<file path="config.mk">
export PLATFORM = sky130hd
export DESIGN_NAME = tx_retry_ctrl
export DESIGN_NICKNAME = d
export VERILOG_FILES = /design/src/rtl/tx_retry_ctrl_pkg.sv /design/src/rtl/tx_retry_ctrl_us_down_timer.sv /design/src/rtl/tx_retry_ctrl.sv
export SDC_FILE = /design/constraint.sdc
export NUM_CORES = 1
export LEC_CHECK = 0
export BUFFER_PORTS_ARGS = -buffer_cell sky130_fd_sc_hd__buf_2
export CELL_PAD_IN_SITES_DETAIL_PLACEMENT = 0
export CELL_PAD_IN_SITES_GLOBAL_PLACEMENT = 1
export CORE_MARGIN = 2
export CORE_UTILIZATION = 35
export CTS_BUF_LIST = sky130_fd_sc_hd__clkbuf_4
export DETAILED_ROUTE_END_ITERATION = 10
export MAX_ROUTING_LAYER = met4
export PLACE_DENSITY = 0.77
export SETUP_SLACK_MARGIN = 0.4
export SLEW_MARGIN = 25
export SYNTH_ARGS = -nofsm -noshare
export SYNTH_HDL_FRONTEND = slang
export SYNTH_HIERARCHICAL = 1
export SYNTH_SLANG_ARGS = --single-unit
</file>
<file path="constraint.sdc">
create_clock -name clk -period 2.4 [get_ports clk]
set_input_delay 0.12 -clock clk [delete_from_list [all_inputs] [get_ports clk]]
set_output_delay 0.12 -clock clk [all_outputs]
set_load 0.05 [all_outputs]
</file>
<file path="src/rtl/tx_retry_ctrl_pkg.sv">
// Shared types and widths for the TX retry controller.
// State encoding, timer/exponent/retry widths and small arithmetic helpers.
package tx_retry_ctrl_pkg;

  typedef enum logic [1:0] {
    ST_IDLE       = 2'd0,
    ST_WAIT_GRANT = 2'd1,
    ST_TX         = 2'd2,
    ST_WAIT_ACK   = 2'd3
  } state_t;

  localparam int ACK_TMR_W = 9;
  localparam int EXP_W     = 4;
  localparam int RETRY_W   = 4;

  // SIFS + slot + preamble/SIG; the widest sum (127+31+127) still fits 9 bits.
  function automatic logic [ACK_TMR_W-1:0] ack_wait_us(input logic [6:0] sifs,
                                                       input logic [4:0] slot,
                                                       input logic [6:0] pre);
    return ACK_TMR_W'(sifs) + ACK_TMR_W'(slot) + ACK_TMR_W'(pre);
  endfunction

  function automatic logic [EXP_W-1:0] cw_step(input logic [EXP_W-1:0] cur,
                                               input logic [EXP_W-1:0] max_exp);
    logic [EXP_W:0] inc;
    inc = {1'b0, cur} + 1'b1;
    return (inc > {1'b0, max_exp}) ? max_exp : inc[EXP_W-1:0];
  endfunction

endpackage

</file>
<file path="src/rtl/tx_retry_ctrl_us_down_timer.sv">
// Microsecond down-counter: load has priority, decrements on tick while nonzero.
// Latency: zero flag follows the count register combinationally.
module us_down_timer #(
  parameter int W = 9
) (
  input  logic         clk,
  input  logic         rst,
  input  logic         load,
  input  logic [W-1:0] load_val,
  input  logic         tick,
  output logic [W-1:0] cnt,
  output logic         zero
);

  always_ff @(posedge clk) begin
    if (rst) begin
      cnt <= '0;
    end else if (load) begin
      cnt <= load_val;
    end else if (tick && (cnt != '0)) begin
      cnt <= cnt - 1'b1;
    end
  end

  always_comb begin
    zero = (cnt == '0);
  end

endmodule

</file>
<file path="src/rtl/tx_retry_ctrl.sv">
// Frame TX sequencer: waits for the CSMA grant, launches TX, awaits ACK, retries with CW growth.
// Strobes are registered: tx_start one cycle after the grant, tx_done one cycle after the deciding event.
module tx_retry_ctrl
  import tx_retry_ctrl_pkg::*;
(
  input  logic               clk,
  input  logic               rst,
  input  logic               tsf_pulse_1M,
  input  logic               tx_req,
  input  logic               tx_need_ack,
  input  logic [RETRY_W-1:0] tx_max_retry,
  input  logic [EXP_W-1:0]   cw_min_exp,
  input  logic [EXP_W-1:0]   cw_max_exp,
  input  logic               high_tx_allowed,
  input  logic               tx_end_strobe,
  input  logic               ack_rx_strobe,
  input  logic [6:0]         sifs_time,
  input  logic [4:0]         slot_time,
  input  logic [6:0]         preamble_sig_time,
  output logic               tx_start,
  output logic [EXP_W-1:0]   cw_exp,
  output logic [RETRY_W-1:0] retry_count,
  output logic               retry_flag,
  output logic               busy,
  output logic               tx_done_strobe,
  output logic               tx_success,
  output logic               tx_fail
);

  state_t               state, state_nxt;
  logic                 need_ack_q;
  logic [RETRY_W-1:0]   max_retry_q;
  logic [RETRY_W-1:0]   retry_q;
  logic [EXP_W-1:0]     cw_q;
  logic                 start_q, done_q, success_q, fail_q;

  logic                 ev_accept, ev_grant, ev_ok, ev_fail, ev_retry, tmr_load;
  logic [ACK_TMR_W-1:0] tmr_cnt;
  logic                 tmr_zero;

  us_down_timer #(.W(ACK_TMR_W)) u_ack_tmr (
    .clk      (clk),
    .rst      (rst),
    .load     (tmr_load),
    .load_val (ack_wait_us(sifs_time, slot_time, preamble_sig_time)),
    .tick     (tsf_pulse_1M && (state == ST_WAIT_ACK)),
    .cnt      (tmr_cnt),
    .zero     (tmr_zero)
  );

  always_ff @(posedge clk) begin
    if (rst) state <= ST_IDLE;
    else     state <= state_nxt;
  end

  always_comb begin
    state_nxt = state;
    ev_accept = 1'b0;
    ev_grant  = 1'b0;
    ev_ok     = 1'b0;
    ev_fail   = 1'b0;
    ev_retry  = 1'b0;
    tmr_load  = 1'b0;
    case (state)
      ST_IDLE: begin
        if (tx_req) begin
          ev_accept = 1'b1;
          state_nxt = ST_WAIT_GRANT;
        end
      end
      ST_WAIT_GRANT: begin
        if (high_tx_allowed) begin
          ev_grant  = 1'b1;
          state_nxt = ST_TX;
        end
      end
      ST_TX: begin
        if (tx_end_strobe) begin
          if (need_ack_q) begin
            tmr_load  = 1'b1;
            state_nxt = ST_WAIT_ACK;
          end else begin
            ev_ok     = 1'b1;
            state_nxt = ST_IDLE;
          end
        end
      end
      ST_WAIT_ACK: begin
        // An ACK landing on the expiry cycle still counts as success.
        if (ack_rx_strobe) begin
          ev_ok     = 1'b1;
          state_nxt = ST_IDLE;
        end else if (tmr_zero) begin
          if (retry_q == max_retry_q) begin
            ev_fail   = 1'b1;
            state_nxt = ST_IDLE;
          end else begin
            ev_retry  = 1'b1;
            state_nxt = ST_WAIT_GRANT;
          end
        end
      end
      default: state_nxt = ST_IDLE;
    endcase
  end

  always_ff @(posedge clk) begin
    if (rst) begin
      need_ack_q  <= 1'b0;
      max_retry_q <= '0;
      retry_q     <= '0;
      cw_q        <= '0;
      start_q     <= 1'b0;
      done_q      <= 1'b0;
      success_q   <= 1'b0;
      fail_q      <= 1'b0;
    end else begin
      start_q   <= ev_grant;
      done_q    <= ev_ok | ev_fail;
      success_q <= ev_ok;
      fail_q    <= ev_fail;
      if (ev_accept) begin
        need_ack_q  <= tx_need_ack;
        max_retry_q <= tx_max_retry;
        retry_q     <= '0;
        cw_q        <= cw_min_exp;
      end
      if ((ev_ok && (state == ST_WAIT_ACK)) || ev_fail) begin
        cw_q <= cw_min_exp;
      end
      if (ev_retry) begin
        retry_q <= (retry_q == '1) ? retry_q : retry_q + 1'b1;
        cw_q    <= cw_step(cw_q, cw_max_exp);
      end
    end
  end

  always_comb begin
    tx_start       = start_q;
    tx_done_strobe = done_q;
    tx_success     = success_q;
    tx_fail        = fail_q;
    cw_exp         = cw_q;
    retry_count    = retry_q;
    retry_flag     = (retry_q != '0);
    busy           = (state != ST_IDLE);
  end

endmodule

</file>
==> qor_table.md <==
| Parameter | Reported |
|:---|:---|
| Area fraction in compound gates after synthesis | 21.23% |
| DRC | 0 |
| Via count | 2071 |
| Post-layout worst setup margin | 0.3357 ns |
| Full die area | 6664 um2 |
| Critical path startpoint | u_ack_tmr/cnt[7]$_SDFFE_PP0P_ |
| Worst Hold Path Cells | 3 |
| Chain of cells forming the critical path | nor4_4 -> and4b_1 -> nand4b_1 -> a41oi_4 -> nand2b_4 -> nor2_1 -> a2111oi_1 |
| Synth Cell Area | 2110 um2 |
| Number of H-tree levels | 1 |
| Root buffer cell | clkbuf_4 |
| Outcome | finished clean |
| Peak supply drop | 0.2538 mV |
| Dominant register cell in the synthesized netlist | dfxtp_1 |
| Detail-routed via count per cell | 5.230 |
| Crit. End Element | register |
| Number of top-level pins | 53 |
| Placed Area | 2496 um2 |
| Setup slack at placement | -0.03209 ns |
| Clock transition time at the flip-flop clock pins of the worst setup and hold paths | 0.16 ns |
| Drt initial violations | 56 |
| Sum of negative setup slack | 0 ns |
| Antenna Violating Nets Remaining | 0 |
| Count of cell instances traversed by the critical path | 7 |
| Cell type of the slowest stage on the worst timing path | dfxtp_4 |
| Finished layout cell area | 2868 um2 |
| Clock network latency to the later pin of the worst-skew pair | 0.33 ns |
| Drt total wl | 5162 um |
| Starting utilization of the core area | 35.84% |
| Pin count of the biggest net entering global routing | 34 |
| Class of the tightest hold or removal check | input pin to register |
| Register area share after synthesis | 26.57% |
| Antenna violations before repair | 0 |
| Unique cell type count in the Yosys netlist | 57 |
| Adder-Cell Fraction of Synth Area | 15.18% |
| Critical Path Start Type | register |
| Main combinational cell family by area after synthesis | simple AND/OR/NAND/NOR gates |
| Data required, critical path | 2.63 ns |
| Area of combinational cells with multiple inputs | 1579 um2 |
| Final critical-path share of the clock period | 86.01% |
| Fraction of power consumed by sequential logic | 38.8% |
| Cell count after synthesis | 248 |
| Wire length of the first global-routing pass | 8362 um |
| Biggest area contributors in the synthesized netlist | dfxtp_1, ha_1, fa_1 |
| Leakage power of the design | 1.254 nW |
| Total setup violations reported at the end of the flow | 0 |
| Width of the die | 81.64 um |
| Post-Place Cells | 371 |
| Worst r2r src | u_ack_tmr/cnt[7]$_SDFFE_PP0P_ |
| Achievable clock frequency | 484.4 MHz |
| Synthesis-to-layout area growth | 35.94% |
| Area leader, netlist | dfxtp_1 |
| Avg WL per Cell | 13.04 um |
| Post-synthesis net count | 309 |
| Yosys top cell area share | 26.57% |
| Transition time at the pin with the least slew margin | 0.6440 ns |
| Fraction of layout cells with a size suffix above 1 | 37.07% |
| Power consumption | 0.001316 W |
| Filler cell count | 599 |
| Area taken by flip-flops and latches | 588.1 um2 |
| Relative slew margins | 57.07% |
| Sw Pwr | 0.0004428 W |
| Number of search-and-repair iterations in the first detailed-routing pass | 4 |
| CP Max Fanout | 4 |
| Number of cell instances on the worst register-to-register path | 7 |
| Commonest cells after routing, fill and taps aside | buf_2, inv_1, nor2_1, nand2_1 |
| Arrival time of data at the critical path endpoint | 2.30 ns |
| Global Route Usage Sum | 15.98% |
| XOR/XNOR share of the synthesized area | 4.152% |
| Remaining global-route overflow | 0 |
| Core area | 5886 um2 |
| Final hold viol count | 0 |
| Most frequent standard cell in the layout excluding fill and tap cells | buf_2 |
| Via count of the first global-routing pass | 1904 |
| Final Max Tran Viols | 0 |
| Maximum clock insertion buffer count | 2 |
| Clock share of power | 24.1% |
| Sum of net half-perimeters after detailed placement | 3672 um |
| CP max stage delay | 0.39 ns |
| Switching share of power | 33.65% |
| Area share of and/or/nand/nor cells after synthesis | 25.21% |
| Combinational fraction of design power | 37.1% |
| Start point of the worst hold path | tx_need_ack |
| Share of flip-flops with an asynchronous set or reset after synthesis | 0% |
| Pint | 0.0008729 W |
| Ratio of total power to cell area | 458.8 nW/um2 |
| Synthesized flop and latch total | 28 |
| Final critical path time including I/O delays and setup | 2.064 ns |
| Yosys warning total | 6 |
| Clock sinks | 28 |
| Total CTS buffers | 3 |
| Final Skew | 0.004991 ns |
| Cell Count, Final, Fillers Out | 396 |
| Critical Setup Path Class | register to register |
| Port-buffer cells | 52 |
| RSZ-0062 raised after global routing | yes |
| Die Height | 81.64 um |
| Count of standard-cell rows | 28 |
| Antenna diode count | 0 |
| Kind of cell adding the most delay to the critical path | simple AND/OR/NAND/NOR gates |
| Max-capacitance violation count | 0 |
| Final weighted congestion of routability-driven global placement | 0.7464 |
| TritonCTS clock tree | done |
| Crit path buf inv count | 0 |
| Number of synthesized flops with an enable pin | 0 |
| Nets | 383 |
| Average instance area after synthesis | 8.506 um2 |
| Multiplexer share of the synthesized area | 1.898% |
==> repair_timing <==
item / 4_1_cts / 5_1_grt
pin swaps: 10 / 9
buffers inserted: 11 / 7
setup endpoints to repair: 4 / 12
hold buffers: 2 / 1
hold endpoints to repair: 2 / 1
gates resized for setup: 7 / 23
==> per-layer routing <==
metal | up-vias | global-route usage (%) | share of wire, %
met5 | - | - | 0
met3 | 2 | 2.418 | 3.5
li1 | 1056 | - | -
met1 | 970 | 19.48 | 46
met4 | 0 | 2.667 | 0.52
met2 | 43 | 28.36 | 50
==> area by class of cell <==
type / instances / share of cell area (%)
flip-flops and latches: 28 / 20.51
clock buffers: 3 / 0.7853
well taps: 75 / 3.272
repair buffers: 76 / 16.32
clock inverters: 1 / 1.047
multi-input cells: 190 / 55.06
inverters: 23 / 3.010
==> state kept, by name, indices dropped and copies added, names as in the netlist <==
signal	count
u_ack_tmr/cnt	9
tx_fail	1
max_retry_q	4
state	2
cw_exp	4
need_ack_q	1
tx_success	1
tx_start	1
tx_done_strobe	1
retry_count	4
==> power groups by stage <==
stage	combinational (W)	sequential, W	clock, W
final	0.000489	0.000510	0.000317
after floorplan	0.000276	0.000548	0
after global routing	0.000547	0.000513	0.000347
after CTS	0.000463	0.000512	0.000330
after global placement	0.000408	0.000525	0
after detailed placement	0.000414	0.000526	0
==> Yosys cell counts, types with 5 or more instances <==
| master | count |
|---|---|
| dfxtp_1 | 28 |
| inv_1 | 23 |
| nor2_1 | 22 |
| nand2_1 | 21 |
| a21oi_1 | 17 |
| ha_1 | 16 |
| nor3_1 | 7 |
| xnor2_1 | 7 |
| fa_1 | 6 |
| o211ai_1 | 6 |
| o21ai_0 | 6 |
| clkbuf_1 | 5 |
| nand2b_1 | 5 |
| nand3b_1 | 5 |
==> per-stage QoR <==
stage               utilization, %  hold slack, ns
finish                       48.72         0.01077
global route                 48.72         0.02562
CTS                          45.83       0.0004954
detailed placement           42.41          0.3712
global placement             42.41          0.3662
floorplan                        -          0.2086
==> logic make-up after synthesis <==
| family | Yosys count |
|---|---|
| fa+ha+maj | 22 |
| flops | 28 |
| buf+inv | 30 |
| xor+xnor | 10 |
| mux | 4 |
| simple gates | 95 |
| compound gates | 59 |
==> path summary, 6_finish.rpt <==
path                                 end  slack [ns]
max               cw_exp[1]$_SDFFE_PP0P_        0.34
min              need_ack_q$_SDFFE_PP0P_        0.01
max reg2reg       cw_exp[1]$_SDFFE_PP0P_        0.34
min reg2reg  max_retry_q[3]$_SDFFE_PP0P_        0.48
==> tightest hold or removal path: stages <==
cell and delay, ns:
buf_2 0.09, nand2_1 0.05, a21oi_1 0.05
(Power assumes the default switching activity.)
